<file path="src/rtl/memctrl_pkg.sv">
// Shared definitions for the scratch-memory burst controller: default
// geometry of the 64x32 memory and the controller state encoding.
package memctrl_pkg;

    // Default geometry of the attached scratch memory and command fields.
    localparam int ADDR_W_DEF    = 8;
    localparam int DATA_W_DEF    = 32;
    localparam int MEM_DEPTH_DEF = 64;
    localparam int LEN_W_DEF     = 7;

    // Controller states, kept as plain constants so older tools and
    // netlists see a fixed two-bit encoding.
    typedef logic [1:0] state_t;
    localparam state_t IDLE  = 2'd0;
    localparam state_t WRITE = 2'd1;
    localparam state_t READ  = 2'd2;

endpackage

</file>
<file path="src/rtl/mem_rd_stage.sv">
// One-entry valid/ready output register for the read path. The owner asks
// for a load only when can_load is high; the entry holds while the consumer
// stalls and drops when consumed or explicitly cleared.
module mem_rd_stage
    import memctrl_pkg::*;
#(
    parameter int DATA_W = DATA_W_DEF
) (
    input  logic              clk,
    input  logic              rst,
    input  logic              load,
    input  logic              clear,
    input  logic [DATA_W-1:0] load_data,
    input  logic              out_ready,
    output logic              out_valid,
    output logic [DATA_W-1:0] out_data,
    output logic              can_load
);

    logic              valid_reg;
    logic [DATA_W-1:0] data_reg;

    // The slot can take a new word when empty or when its word leaves now.
    assign can_load  = !valid_reg || out_ready;
    assign out_valid = valid_reg;
    assign out_data  = data_reg;

    // Load has priority over draining so a consumed word is replaced in the
    // same cycle; data is left untouched when the slot empties.
    always_ff @(posedge clk or posedge rst) begin
        if (rst) begin
            valid_reg <= 1'b0;
            data_reg  <= '0;
        end else if (clear) begin
            valid_reg <= 1'b0;
        end else if (load) begin
            valid_reg <= 1'b1;
            data_reg  <= load_data;
        end else if (out_ready) begin
            valid_reg <= 1'b0;
        end
    end

endmodule

</file>
<file path="src/rtl/mem_burst_ctrl.sv">
// Burst read/write controller for the single-port 64x32 scratch memory.
// Accepts a burst command in IDLE, streams write beats straight onto the
// memory port (commit happens on the memory's falling edge) and streams read
// words out through a one-entry registered stage.
// Build option: define MEMCTRL_WRAP_EN to let bursts wrap from MEM_DEPTH-1
// to address 0 instead of rejecting them.
module mem_burst_ctrl
    import memctrl_pkg::*;
#(
    parameter int ADDR_W    = ADDR_W_DEF,
    parameter int DATA_W    = DATA_W_DEF,
    parameter int MEM_DEPTH = MEM_DEPTH_DEF,
    parameter int LEN_W     = LEN_W_DEF
) (
    input  logic              clk,
    input  logic              rst,
    input  logic              cmd_valid,
    output logic              cmd_ready,
    input  logic              cmd_write,
    input  logic [ADDR_W-1:0] cmd_addr,
    input  logic [LEN_W-1:0]  cmd_len,
    input  logic              wr_valid,
    output logic              wr_ready,
    input  logic [DATA_W-1:0] wr_data,
    output logic              rd_valid,
    input  logic              rd_ready,
    output logic [DATA_W-1:0] rd_data,
    output logic              done,
    output logic              err,
    output logic [ADDR_W-1:0] mem_addr,
    output logic [DATA_W-1:0] mem_wdata,
    output logic              mem_we,
    input  logic [DATA_W-1:0] mem_rdata
);

    // Depth expressed one bit wider than an address so that base+length
    // never overflows during the range check.
    localparam logic [ADDR_W:0] DEPTH_EXT = (ADDR_W+1)'(MEM_DEPTH);

    state_t            state_reg, state_next;
    logic [ADDR_W-1:0] addr_reg, addr_next;
    logic [LEN_W-1:0]  remaining_reg, remaining_next;
    logic              done_reg, done_next;
    logic              err_reg, err_next;

    logic              cmd_fire;
    logic              len_too_big;
    logic              range_err;
    logic [ADDR_W-1:0] addr_inc;

    logic              rd_load;
    logic              rd_clear;
    logic              rd_can_load;

    assign cmd_fire    = cmd_valid && cmd_ready;
    assign len_too_big = 32'(cmd_len) > 32'(MEM_DEPTH);

`ifdef MEMCTRL_WRAP_EN
    logic addr_oob;

    // With wrapping, only a base outside the memory or an over-long burst
    // is illegal; crossing the top simply continues at address 0.
    assign addr_oob  = {1'b0, cmd_addr} >= DEPTH_EXT;
    assign range_err = len_too_big || addr_oob;
    assign addr_inc  = (addr_reg == ADDR_W'(MEM_DEPTH - 1)) ? '0
                                                            : addr_reg + ADDR_W'(1);
`else
    logic [ADDR_W:0] span_end;

    // Without wrapping, the whole burst must fit below MEM_DEPTH.
    assign span_end  = {1'b0, cmd_addr} + (ADDR_W+1)'(cmd_len);
    assign range_err = len_too_big || (span_end > DEPTH_EXT);
    assign addr_inc  = addr_reg + ADDR_W'(1);
`endif

    // Next-state logic: command decode in IDLE, beat counting in WRITE,
    // fetch scheduling and completion detection in READ.
    always_comb begin
        state_next     = state_reg;
        addr_next      = addr_reg;
        remaining_next = remaining_reg;
        done_next      = 1'b0;
        err_next       = 1'b0;
        rd_load        = 1'b0;
        rd_clear       = 1'b0;

        case (state_reg)
            IDLE: begin
                if (cmd_fire) begin
                    addr_next      = cmd_addr;
                    remaining_next = cmd_len;
                    if (cmd_len == '0) begin
                        done_next = 1'b1;
                    end else if (range_err) begin
                        err_next = 1'b1;
                    end else begin
                        state_next = cmd_write ? WRITE : READ;
                    end
                end
            end

            WRITE: begin
                // Each accepted beat was written this cycle at addr_reg.
                if (wr_valid) begin
                    addr_next      = addr_inc;
                    remaining_next = remaining_reg - LEN_W'(1);
                    if (remaining_reg == LEN_W'(1)) begin
                        state_next = IDLE;
                        done_next  = 1'b1;
                    end
                end
            end

            READ: begin
                // remaining_reg counts words still to fetch; once it is zero
                // the word in the output stage is the last one outstanding.
                if (remaining_reg != '0) begin
                    if (rd_can_load) begin
                        rd_load        = 1'b1;
                        addr_next      = addr_inc;
                        remaining_next = remaining_reg - LEN_W'(1);
                    end
                end else if (rd_valid && rd_ready) begin
                    rd_clear   = 1'b1;
                    state_next = IDLE;
                    done_next  = 1'b1;
                end
            end

            default: begin
                state_next = IDLE;
            end
        endcase
    end

    // Controller state; reset abandons any burst in flight.
    always_ff @(posedge clk or posedge rst) begin
        if (rst) begin
            state_reg     <= IDLE;
            addr_reg      <= '0;
            remaining_reg <= '0;
            done_reg      <= 1'b0;
            err_reg       <= 1'b0;
        end else begin
            state_reg     <= state_next;
            addr_reg      <= addr_next;
            remaining_reg <= remaining_next;
            done_reg      <= done_next;
            err_reg       <= err_next;
        end
    end

    mem_rd_stage #(
        .DATA_W (DATA_W)
    ) u_rd_stage (
        .clk       (clk),
        .rst       (rst),
        .load      (rd_load),
        .clear     (rd_clear),
        .load_data (mem_rdata),
        .out_ready (rd_ready),
        .out_valid (rd_valid),
        .out_data  (rd_data),
        .can_load  (rd_can_load)
    );

    // Memory port is driven combinationally so a write beat commits on the
    // falling edge of the cycle it is presented; reset blocks any write.
    assign cmd_ready = (state_reg == IDLE);
    assign wr_ready  = (state_reg == WRITE);
    assign mem_we    = (state_reg == WRITE) && wr_valid && !rst;
    assign mem_addr  = addr_reg;
    assign mem_wdata = wr_data;
    assign done      = done_reg;
    assign err       = err_reg;

endmodule

</file>
<file path="config.mk">
export PLATFORM = sky130hd
export DESIGN_NAME = mem_burst_ctrl
export DESIGN_NICKNAME = d
export VERILOG_FILES = /design/src/rtl/memctrl_pkg.sv /design/src/rtl/mem_rd_stage.sv /design/src/rtl/mem_burst_ctrl.sv
export SDC_FILE = /design/constraint.sdc
export NUM_CORES = 1
export LEC_CHECK = 0
export CAP_MARGIN = 0
export CELL_PAD_IN_SITES_DETAIL_PLACEMENT = 1
export CELL_PAD_IN_SITES_GLOBAL_PLACEMENT = 2
export CORE_ASPECT_RATIO = 0.9
export CORE_UTILIZATION = 24
export CTS_CLUSTER_SIZE = 24
export DETAILED_ROUTE_END_ITERATION = 12
export GPL_TIMING_DRIVEN = 1
export PLACE_DENSITY = 0.92
export SETUP_SLACK_MARGIN = 0.05
export SLEW_MARGIN = 20
export SYNTH_ARGS = -nofsm -noshare
export SYNTH_HDL_FRONTEND = slang
export SYNTH_SLANG_ARGS = --single-unit
</file>
<file path="constraint.sdc">
create_clock -name clk -period 5.4 [get_ports clk]
set_input_delay 1.35 -clock clk [delete_from_list [all_inputs] [get_ports clk]]
set_output_delay 1.35 -clock clk [all_outputs]
set_load 0.02 [all_outputs]
</file>
==> run summary <==
Total length of routed wires = 8480 um
Setup TNS after final layout = 0 ns
Die X = 122 um
Area delta synth->final = 34.7%
# nets final = 473
Setup repair after global routing missed its margin = false
Max cap viols = 0
Setup slack of the most critical reg-to-reg path = 2.82 ns
Largest register FFs = 32
Die Ht = 110 um
Last weighted congestion value of the routability-driven placer = 0.820
Time the worst path needs with I/O delays and setup = 3.98 ns
Area taken by multi-input logic gates = 1480 um2
Synthesis Warnings = 0
Kind of critical path = primary input to primary output
Worst Hold Path EP = u_rd_stage.out_data[5]
Wire length of the first global-routing pass = 13,700 um
Tightest Hold Check Type = flip-flop to flip-flop
Later-pin clock latency in the skew report = 0.29 ns
Number of global-route vias before repair = 2,707
Clock tree skew after final layout = 0.00790 ns
Number of buffers added by the clock tree synthesis step = 5
Antenna cells = 0
Proportion of layout cells with a drive suffix above 1 = 12.1%
Beginning of the critical path = rst
Max-slew violations = 0
DRC violation count after routing = 0
Share of the cycle needed by the critical path after routing = 73.8%
Static Leak = 1.70 nW
Count of endpoints failing hold in the final timing report = 0
Global-route congestion overflow total = 0
Average wire per cell in the routed design = 15.8 um
Critical hold path startpoint = u_rd_stage.out_data[5]
Post-route cell area = 4210 um2
Pwr/cell area = 547 nW/um2
Relative slew slack = 41.4%
Mapped Avg Cell Area = 10.1 um2
CTS-repair resized insts = 0
Number of enable flip-flop cells after synthesis = 0
Number of buffers inserted to repair setup after CTS = 0
Number of clock sinks = 52
Post-synthesis cell area = 3130 um2
Hold-fix buffers, CTS = 0
Async set or reset register ratio after synthesis = 100%
Instance area after placement = 4030 um2
Gate count after technology mapping = 310
Vias per cell = 4.88
Post-Layout Cell Count = 536
Endpoint of the most critical register-to-register path = mem_addr[3]
CP arrival = 2.63 ns
Area share of the largest cell type after synthesis = 41.6%
Required arrival time at the worst endpoint = 4.05 ns
Element type at the critical path end = primary output
Full die area = 13,500 um2
Starting density of the core = 24.6%
Initial antenna violation count = 0
Launching element type of the critical path = primary input
Clock-pin slew of the registers on the worst-case setup and hold paths = 0.06 ns
Number of synthesized register bits = 52
Worst supply voltage drop on vdd = 0.169 mV
Hold Path Stages = 1
Standard-cell row count = 39
Number of iterations in the first detailed-routing pass = 4
IO Count = 163
Maximum clock frequency = 0.251 GHz
Number of distinct library cell variants in the gate-level netlist after synthesis = 51
GR Util All Layers = 12.8%
Share of the core filled with cells = 33.2%
Adder-cell area share of the yosys netlist = 6.65%
Library cell with the highest instance count after synthesis = sky130_fd_sc_hd__dfrtp_1
Main combinational cell family by area after synthesis = compound AO/OA/AOI/OAI gates
Placeable Area = 12,700 um2
Buffer type at the clock tree root = sky130_fd_sc_hd__clkbuf_16
Synth Area in Compound Gates = 15.3%
Number of cell instances on the worst register-to-register path = 5
Most frequent cells after synthesis = 52 x sky130_fd_sc_hd__dfrtp_1, 36 x sky130_fd_sc_hd__buf_4, 29 x sky130_fd_sc_hd__mux2_2, 26 x sky130_fd_sc_hd__nand2_1, 18 x sky130_fd_sc_hd__a21oi_1
Final-layout fill cell count = 1,417
Slew at the pin closest to its max-slew limit = 0.877 ns
Mux cell area share after synthesis = 12.8%
Synth top area cells = sky130_fd_sc_hd__dfrtp_1 42%, sky130_fd_sc_hd__mux2_2 10%, sky130_fd_sc_hd__buf_4 8.6%
Number of buffers between clock root and the deepest sink = 2
Worst R2R Start = remaining_reg[3]
HPWL reported at the end of detailed placement = 6610 um
Number of DRC markers after the initial detailed-route iteration = 62
Xor-xnor portion of the synthesized cell area = 0.560%
Number of nets with antenna violations after routing = 0
Maximum number of pins on one net before global-route repair = 53
Leading area contributor after synthesis = sky130_fd_sc_hd__dfrtp_1
Quantity of I/O buffers inserted on ports = 98
Maximum level of the CTS H-tree = 2
Run status = completed
# placed instances = 529
CTS tree = yes
Fraction of the yosys area taken by sequential cells = 41.6%
Sequential Area = 1300 um2
Setup violations, final = 0
Most used DFF post-synth = sky130_fd_sc_hd__dfrtp_1
Post-route total power = 2.31 mW
CP Max Fanout = 2
Synthesized net count = 411
Post-synthesis share of cell area spent on and, or, nand and nor gates = 11.8%
Vias = 2,614
[power by group]
part | switching (mW) | total, mW | internal (mW) | leakage (nW)
combinational | 0.609 | 1.18 | 0.573 | 0.986
clock | 0.138 | 0.401 | 0.263 | 0.0899
sequential | 0.141 | 0.722 | 0.580 | 0.623
[kinds of logic (layout without fill, tap and decap cells)]
group	Yosys count	count (layout)
AND/OR/NAND/NOR	74	74
AO/OA/AOI/OAI	73	73
buffers and inverters	57	119
flip-flops	52	52
multiplexers	36	36
adder cells (fa/ha/maj)	16	16
XOR/XNOR	2	2
[layout by cell type (no fill, tap or decap), types with 2 or more instances in the layout]
| cell | instances |
|---|---|
| sky130_fd_sc_hd__nand3_1 | 9 |
| sky130_fd_sc_hd__a211oi_1 | 2 |
| sky130_fd_sc_hd__a21o_1 | 2 |
| sky130_fd_sc_hd__a2111oi_0 | 2 |
| sky130_fd_sc_hd__and3_1 | 2 |
| sky130_fd_sc_hd__nand2_1 | 26 |
| sky130_fd_sc_hd__or4_1 | 2 |
| sky130_fd_sc_hd__bufinv_16 | 2 |
| sky130_fd_sc_hd__o21ai_1 | 8 |
| sky130_fd_sc_hd__ha_1 | 15 |
| sky130_fd_sc_hd__o31a_1 | 2 |
| sky130_fd_sc_hd__buf_4 | 2 |
| sky130_fd_sc_hd__or2_2 | 2 |
| sky130_fd_sc_hd__dfrtp_1 | 52 |
| sky130_fd_sc_hd__o211ai_1 | 2 |
| sky130_fd_sc_hd__nor2_1 | 10 |
| sky130_fd_sc_hd__clkdlybuf4s50_1 | 98 |
| sky130_fd_sc_hd__nand4_1 | 2 |
| sky130_fd_sc_hd__a21oi_1 | 18 |
| sky130_fd_sc_hd__o31ai_1 | 2 |
| sky130_fd_sc_hd__mux2i_1 | 4 |
| sky130_fd_sc_hd__a211o_1 | 2 |
| sky130_fd_sc_hd__clkbuf_16 | 5 |
| sky130_fd_sc_hd__o21ai_0 | 11 |
| sky130_fd_sc_hd__a22oi_1 | 3 |
| sky130_fd_sc_hd__nor4_1 | 4 |
| sky130_fd_sc_hd__or3_1 | 5 |
| sky130_fd_sc_hd__inv_1 | 10 |
| sky130_fd_sc_hd__mux2_1 | 3 |
| sky130_fd_sc_hd__mux2_2 | 29 |
| sky130_fd_sc_hd__o22ai_1 | 6 |
| sky130_fd_sc_hd__nor3_1 | 6 |
| sky130_fd_sc_hd__a31oi_1 | 3 |
[metrics by stage]
step / hold slack, ns / setup slack (ns)
floorplan: 0.497 / 1.19
global placement: 0.475 / 1.31
detailed placement: 0.490 / 1.26
CTS: 0.505 / 1.38
global route: 0.518 / 1.37
finish: 0.495 / 1.42
[how the worst max path moves through the flow]
stage | to | slack (ns) | cells past startpoint
CTS | mem_we | 1.38 | 4
global placement | err | 1.31 | 9
detailed placement | err | 1.26 | 9
global route | mem_we | 1.37 | 4
floorplan | mem_we | 1.19 | 2
finish | mem_we | 1.42 | 4
[area by class of cell]
type	instances	share of cell area [%]
multi-input combinational	201	35.1
sequential	52	30.9
timing repair buffer	100	23.7
tap	164	4.87
clock buffer	5	2.97
clock inverter	2	1.43
inverter	12	1.07
[worst max-delay path: stages]
cell	delay, ns
sky130_fd_sc_hd__clkdlybuf4s50_1	0.44
sky130_fd_sc_hd__inv_2	0.09
sky130_fd_sc_hd__and3_1	0.16
sky130_fd_sc_hd__clkdlybuf4s50_1	0.60
[per-layer routing]
layer	track usage [%]	vias up	wire length [um]
met3	2.88	11	562
met4	4.18	0	112
met1	15.3	1301	3690
li1	-	1212	-
met2	22.8	90	4120
met5	0	-	0
Power figures use the tool's default switching activity.
==> patch 1, RTL diff (same flow settings) <==
Put one more register stage on the output `err`, with the module's reset. The value now appears one clock later. The other outputs are not delayed to match.
--- a/src/rtl/mem_burst_ctrl.sv
+++ b/src/rtl/mem_burst_ctrl.sv
@@ -172,7 +172,13 @@
     assign mem_addr  = addr_reg;
     assign mem_wdata = wr_data;
     assign done      = done_reg;
-    assign err       = err_reg;
+    always_ff @(posedge clk or posedge rst) begin
+        if (rst) begin
+            err <= '0;
+        end else begin
+            err <= err_reg;
+        end
+    end
 
 endmodule
 
Behaviour: not the same (Yosys sat finds a counterexample within 4 cycles, from zero or initial values and one cycle with rst high).
==> patch 1 against the original RTL <==
- power decreased by 3.5%
- synthesized cell count decreased by 0.32%
- area after synthesis increased by 0.40%
- sequential power increased by 1%
- routed wire length increased by 3.1%
- largest power group unchanged
- sequential share of layout area increased by 0.41 points
- final cell count increased by 0.75%
- clock skew increased by 0.82 ps
- setup slack got worse by 29 ps
- critical path type unchanged
- core utilization increased by 0.069 points
- final area increased by 0.59%
- sequential cell count increased by 1
==> patch 1: results (changes against the original RTL) <==
Reg2Reg Capture Point: mem_addr[2]$_DFFE_PP0P_ (was mem_addr[3]$_DFFE_PP0P_)
Max-slew headroom: 51.7% (was 41.4%)
R2R depth: 8 (was 5)
met1 Track Usage GR: 17.3% (was 15.3%)
CP max FO: 4 (was 2)
clk_skew: 8.72 ps (was 7.90 ps)
fin crit period: 4010 ps (was 3980 ps)
highest metal used: met4 (unchanged)
largest cells by area after synthesis: dfrtp_1 42%, mux2_2 11%, buf_4 7.7% (was dfrtp_1 42%, mux2_2 10%, buf_4 8.6%)
Pins Over Slew Limit: 0 (unchanged)
Synthesized Nets: 410 (was 411)
vias: 2,520 (was 2,614)
final net count: 476 (was 473)
wire length on met3: 315 microns (was 562 microns)
share of the synthesized area in the top cell type: 42.3% (was 41.6%)
vias in the first global route: 2,731 (was 2,707)
total track usage: 13.3% (was 12.8%)
post-synthesis xor/xnor area fraction: 0.558% (was 0.560%)
multiplexer share of the synthesized area: 13.1% (was 12.8%)
status: finished, final reports clean (unchanged)
routed wl met2: 4.26 mm (was 4.12 mm)
Worst Hold End: err$_DFF_PP0_ (was u_rd_stage.out_data[5]$_DFFE_PP0P_)
GR Util met3: 2.58% (was 2.88%)
layout cells sized above 1: 12.5% (was 12.1%)
pin count of the biggest net entering global routing: 54 (was 53)
Hold Crit Start: err_reg$_DFF_PP0_ (was u_rd_stage.out_data[5]$_DFFE_PP0P_)
M1 WL: 4.00 mm (was 3.69 mm)
post-place setup slack: 1190 ps (was 1260 ps)
GP Congestion: 0.795 (was 0.820)
hpwl dp: 6.64 mm (was 6.61 mm)
syn avg cell area: 10.2 sq um (was 10.1 sq um)
Reg power frac: 32.9% (was 31.3%)
RR Startpoint: state_reg[0]$_DFFE_PP0P_ (was remaining_reg[3]$_DFFE_PP0P_)
Pwr Density: 525 mW/mm^2 (was 547 mW/mm^2)
Seq/Total Area, Yosys: 42.3% (was 41.6%)
cell area after placement: 0.00406 sq mm (was 0.00403 sq mm)
Synth Area in Compound Gates: 16.0% (was 15.3%)
met2 GRT Util: 21.8% (was 22.8%)
Comb power frac: 50.2% (was 51.3%)
CP arrival: 2660 ps (was 2630 ps)
Cells after DPL: 532 (was 529)
Hold Crit Depth: 0 (was 1)
fill cell count: 1,432 (was 1,417)
fin cells: 540 (was 536)
tightest hold margin: 361 ps (was 495 ps)
Peak VDD IR: 0.000181 V (was 0.000169 V)
antenna cells: 0 (unchanged)
Synth cell types: 48 (was 51)
leakage: 1.70 nW (about the same)
Int Power: 1.37 mW (was 1.42 mW)
reg2reg setup slack: 3000 ps (was 2820 ps)
drt wl/cell: 16.2 microns (was 15.8 microns)
DR iter-0 viols: 82 (was 62)
final core occ: 33.3% (was 33.2%)
most common library cells after synthesis: 53 x dfrtp_1, 32 x buf_4, 32 x mux2_2 (was 52 x dfrtp_1, 36 x buf_4, 29 x mux2_2)
patch 1: cell count changes after synthesis, sizes merged, moves of 4 or more:
cell	change
nor2	+7
o21ai	+4
nand2	-4
nor2b	+4
a22oi	+4
or3	-5
patch 1: how the worst max path moves through the flow:
stage | from | endpoint | depth (start not counted)
floorplan | rst | mem_we | 2
global placement | cmd_addr[0] | state_reg[0]$_DFFE_PP0P_ | 9
detailed placement | cmd_len[0] | state_reg[0]$_DFFE_PP0P_ | 9
CTS | wr_valid | mem_we | 3
global route | cmd_len[0] | state_reg[1]$_DFFE_PP0P_ | 9
finish | wr_valid | mem_we | 3
patch 1: layout make-up:
cell class | instances | area share [%]
inverter | 9 | 0.798
multi-input combinational | 205 | 35.3
sequential | 53 | 31.3
timing repair buffer | 101 | 23.7
clock buffer | 7 | 3.37
tap | 164 | 4.84
clock inverter | 1 | 0.709
==> patch 2, RTL diff (same flow settings) <==
Without the edit above. The package constant `DATA_W_DEF` goes from 32 to 40.
--- a/src/rtl/memctrl_pkg.sv
+++ b/src/rtl/memctrl_pkg.sv
@@ -4,7 +4,7 @@
 
     // Default geometry of the attached scratch memory and command fields.
     localparam int ADDR_W_DEF    = 8;
-    localparam int DATA_W_DEF    = 32;
+    localparam int DATA_W_DEF    = 40;
     localparam int MEM_DEPTH_DEF = 64;
     localparam int LEN_W_DEF     = 7;
 
Interface: changed (resized mem_rdata, mem_wdata, rd_data and wr_data); port bits go from 163 to 195. The function was not compared with the original's and may differ.
==> patch 2 against the original RTL <==
- final area increased by 14%
- sequential cell count increased by 8
- power increased by 21%
- setup slack got worse by 91 ps
- routed wire length increased by 8.2%
- critical endpoint unchanged
- first-iteration DRC count increased by 24%
- sequential power increased by 16%
- area after synthesis increased by 9.3%
- largest cell class unchanged
- sequential share of layout area increased by 0.34 points
- clock skew increased by 1.8 ps
- maximum frequency decreased by 2.2%
==> patch 2: results (changes against the original RTL) <==
status: finished, final reports clean (unchanged)
Clock Power: 570 uW (was 401 uW)
DR iter-0 viols: 77 (was 62)
seq pwr: 840 uW (was 722 uW)
Pwr Density: 581 mW/mm^2 (was 547 mW/mm^2)
vias: 2,695 (was 2,614)
clock latency on the worst-skew pair: 320 ps (was 290 ps)
fin cells: 588 (was 536)
met2 GRT Util: 22.3% (was 22.8%)
Hold Crit Depth: 1 (unchanged)
first-pass GRT wire length: 14.8 mm (was 13.7 mm)
fill cell count: 1,528 (was 1,417)
tightest hold margin: 501 ps (was 495 ps)
vias in the first global route: 2,903 (was 2,707)
class of the worst hold path: reg2reg (unchanged)
Peak VDD IR: 0.000170 V (was 0.000169 V)
leakage: 2.00 nW (was 1.70 nW)
cell area after placement: 0.00450 sq mm (was 0.00403 sq mm)
post-place setup slack: 1330 ps (was 1260 ps)
final net count: 511 (was 473)
Hold Crit Start: u_rd_stage.out_data[6]$_DFFE_PP0P_ (was u_rd_stage.out_data[5]$_DFFE_PP0P_)
Cells after DPL: 572 (was 529)
layout cells sized above 1: 17.5% (was 12.1%)
Worst Hold End: u_rd_stage.out_data[6]$_DFFE_PP0P_ (was u_rd_stage.out_data[5]$_DFFE_PP0P_)
post-synthesis xor/xnor area fraction: 0.513% (was 0.560%)
htree depth: 3 (was 2)
Seq/Total Area, Yosys: 43.9% (was 41.6%)
hpwl dp: 7.12 mm (was 6.61 mm)
maximum clock frequency: 245 MHz (was 251 MHz)
TritonCTS buffer count: 9 (was 5)
most common library cells after synthesis: 60 x dfrtp_1, 40 x buf_4, 40 x mux2_2 (was 52 x dfrtp_1, 36 x buf_4, 29 x mux2_2)
RR Startpoint: state_reg[0]$_DFFE_PP0P_ (was remaining_reg[3]$_DFFE_PP0P_)
Reg2Reg Capture Point: u_rd_stage.out_data[4]$_DFFE_PP0P_ (was mem_addr[3]$_DFFE_PP0P_)
pin count of the biggest net entering global routing: 61 (was 53)
reg2reg setup slack: 3080 ps (was 2820 ps)
total track usage: 12.8% (about the same)
met1 Track Usage GR: 14.7% (was 15.3%)
Slew @ Worst Pin: 761 ps (was 877 ps)
drt wl/cell: 15.6 microns (was 15.8 microns)
switching share of power: 37.5% (was 38.5%)
largest cells by area after synthesis: dfrtp_1 44%, mux2_2 13%, buf_4 8.8% (was dfrtp_1 42%, mux2_2 10%, buf_4 8.6%)
CP max FO: 4 (was 2)
CP arrival: 2720 ps (was 2630 ps)
routed wl met2: 4.54 mm (was 4.12 mm)
clk_skew: 9.74 ps (was 7.90 ps)
ys flop type: dfrtp_1 (unchanged)
wire length on met3: 598 microns (was 562 microns)
Synth Area in Compound Gates: 14.5% (was 15.3%)
Adder-Cell Fraction of Synth Area: 6.08% (was 6.65%)
Setup crit start: wr_valid (was rst)
GR Util met3: 3.49% (was 2.88%)
GP Congestion: 0.792 (was 0.820)
multiplexer share of the synthesized area: 14.6% (was 12.8%)
R2R depth: 7 (was 5)
Critical Path Max Stage Delay: 630 ps (was 600 ps)
port buffer count: 114 (was 98)
M1 WL: 3.85 mm (was 3.69 mm)
Synth Instances: 314 (was 310)
Synthesized Nets: 431 (was 411)
-- patch 2: cell count changes in the layout (fill, tap and decap cells not counted), sizes merged, moves of 3 or more --
cell,before,now
or3,5,1
dfrtp,52,60
nor4,4,1
clkbuf,5,11
nand3,9,12
nor2b,0,4
mux2,32,40
a211oi,3,0
clkdlybuf4s50,98,114
nand2,26,10
clkinv,1,4
-- patch 2: area by class of cell --
cell class / count / area [sq um] / share of cell area (%)
repair buffers: 117 / 1180 / 24.6
inverters: 13 / 48.8 / 1.02
clock buffers: 11 / 253 / 5.26
clock inverters: 5 / 50.0 / 1.04
well taps: 189 / 236 / 4.92
flip-flops and latches: 60 / 1500 / 31.2
multi-input cells: 193 / 1530 / 31.9
-- patch 2: cell families (layout without fill, tap and decap cells) --
family	Yosys count	in the layout
AO/OA/AOI/OAI	72	72
buffers and inverters	61	146
AND/OR/NAND/NOR	58	58
XOR/XNOR	2	2
adder cells (fa/ha/maj)	16	16
flip-flops	60	60
multiplexers	45	45
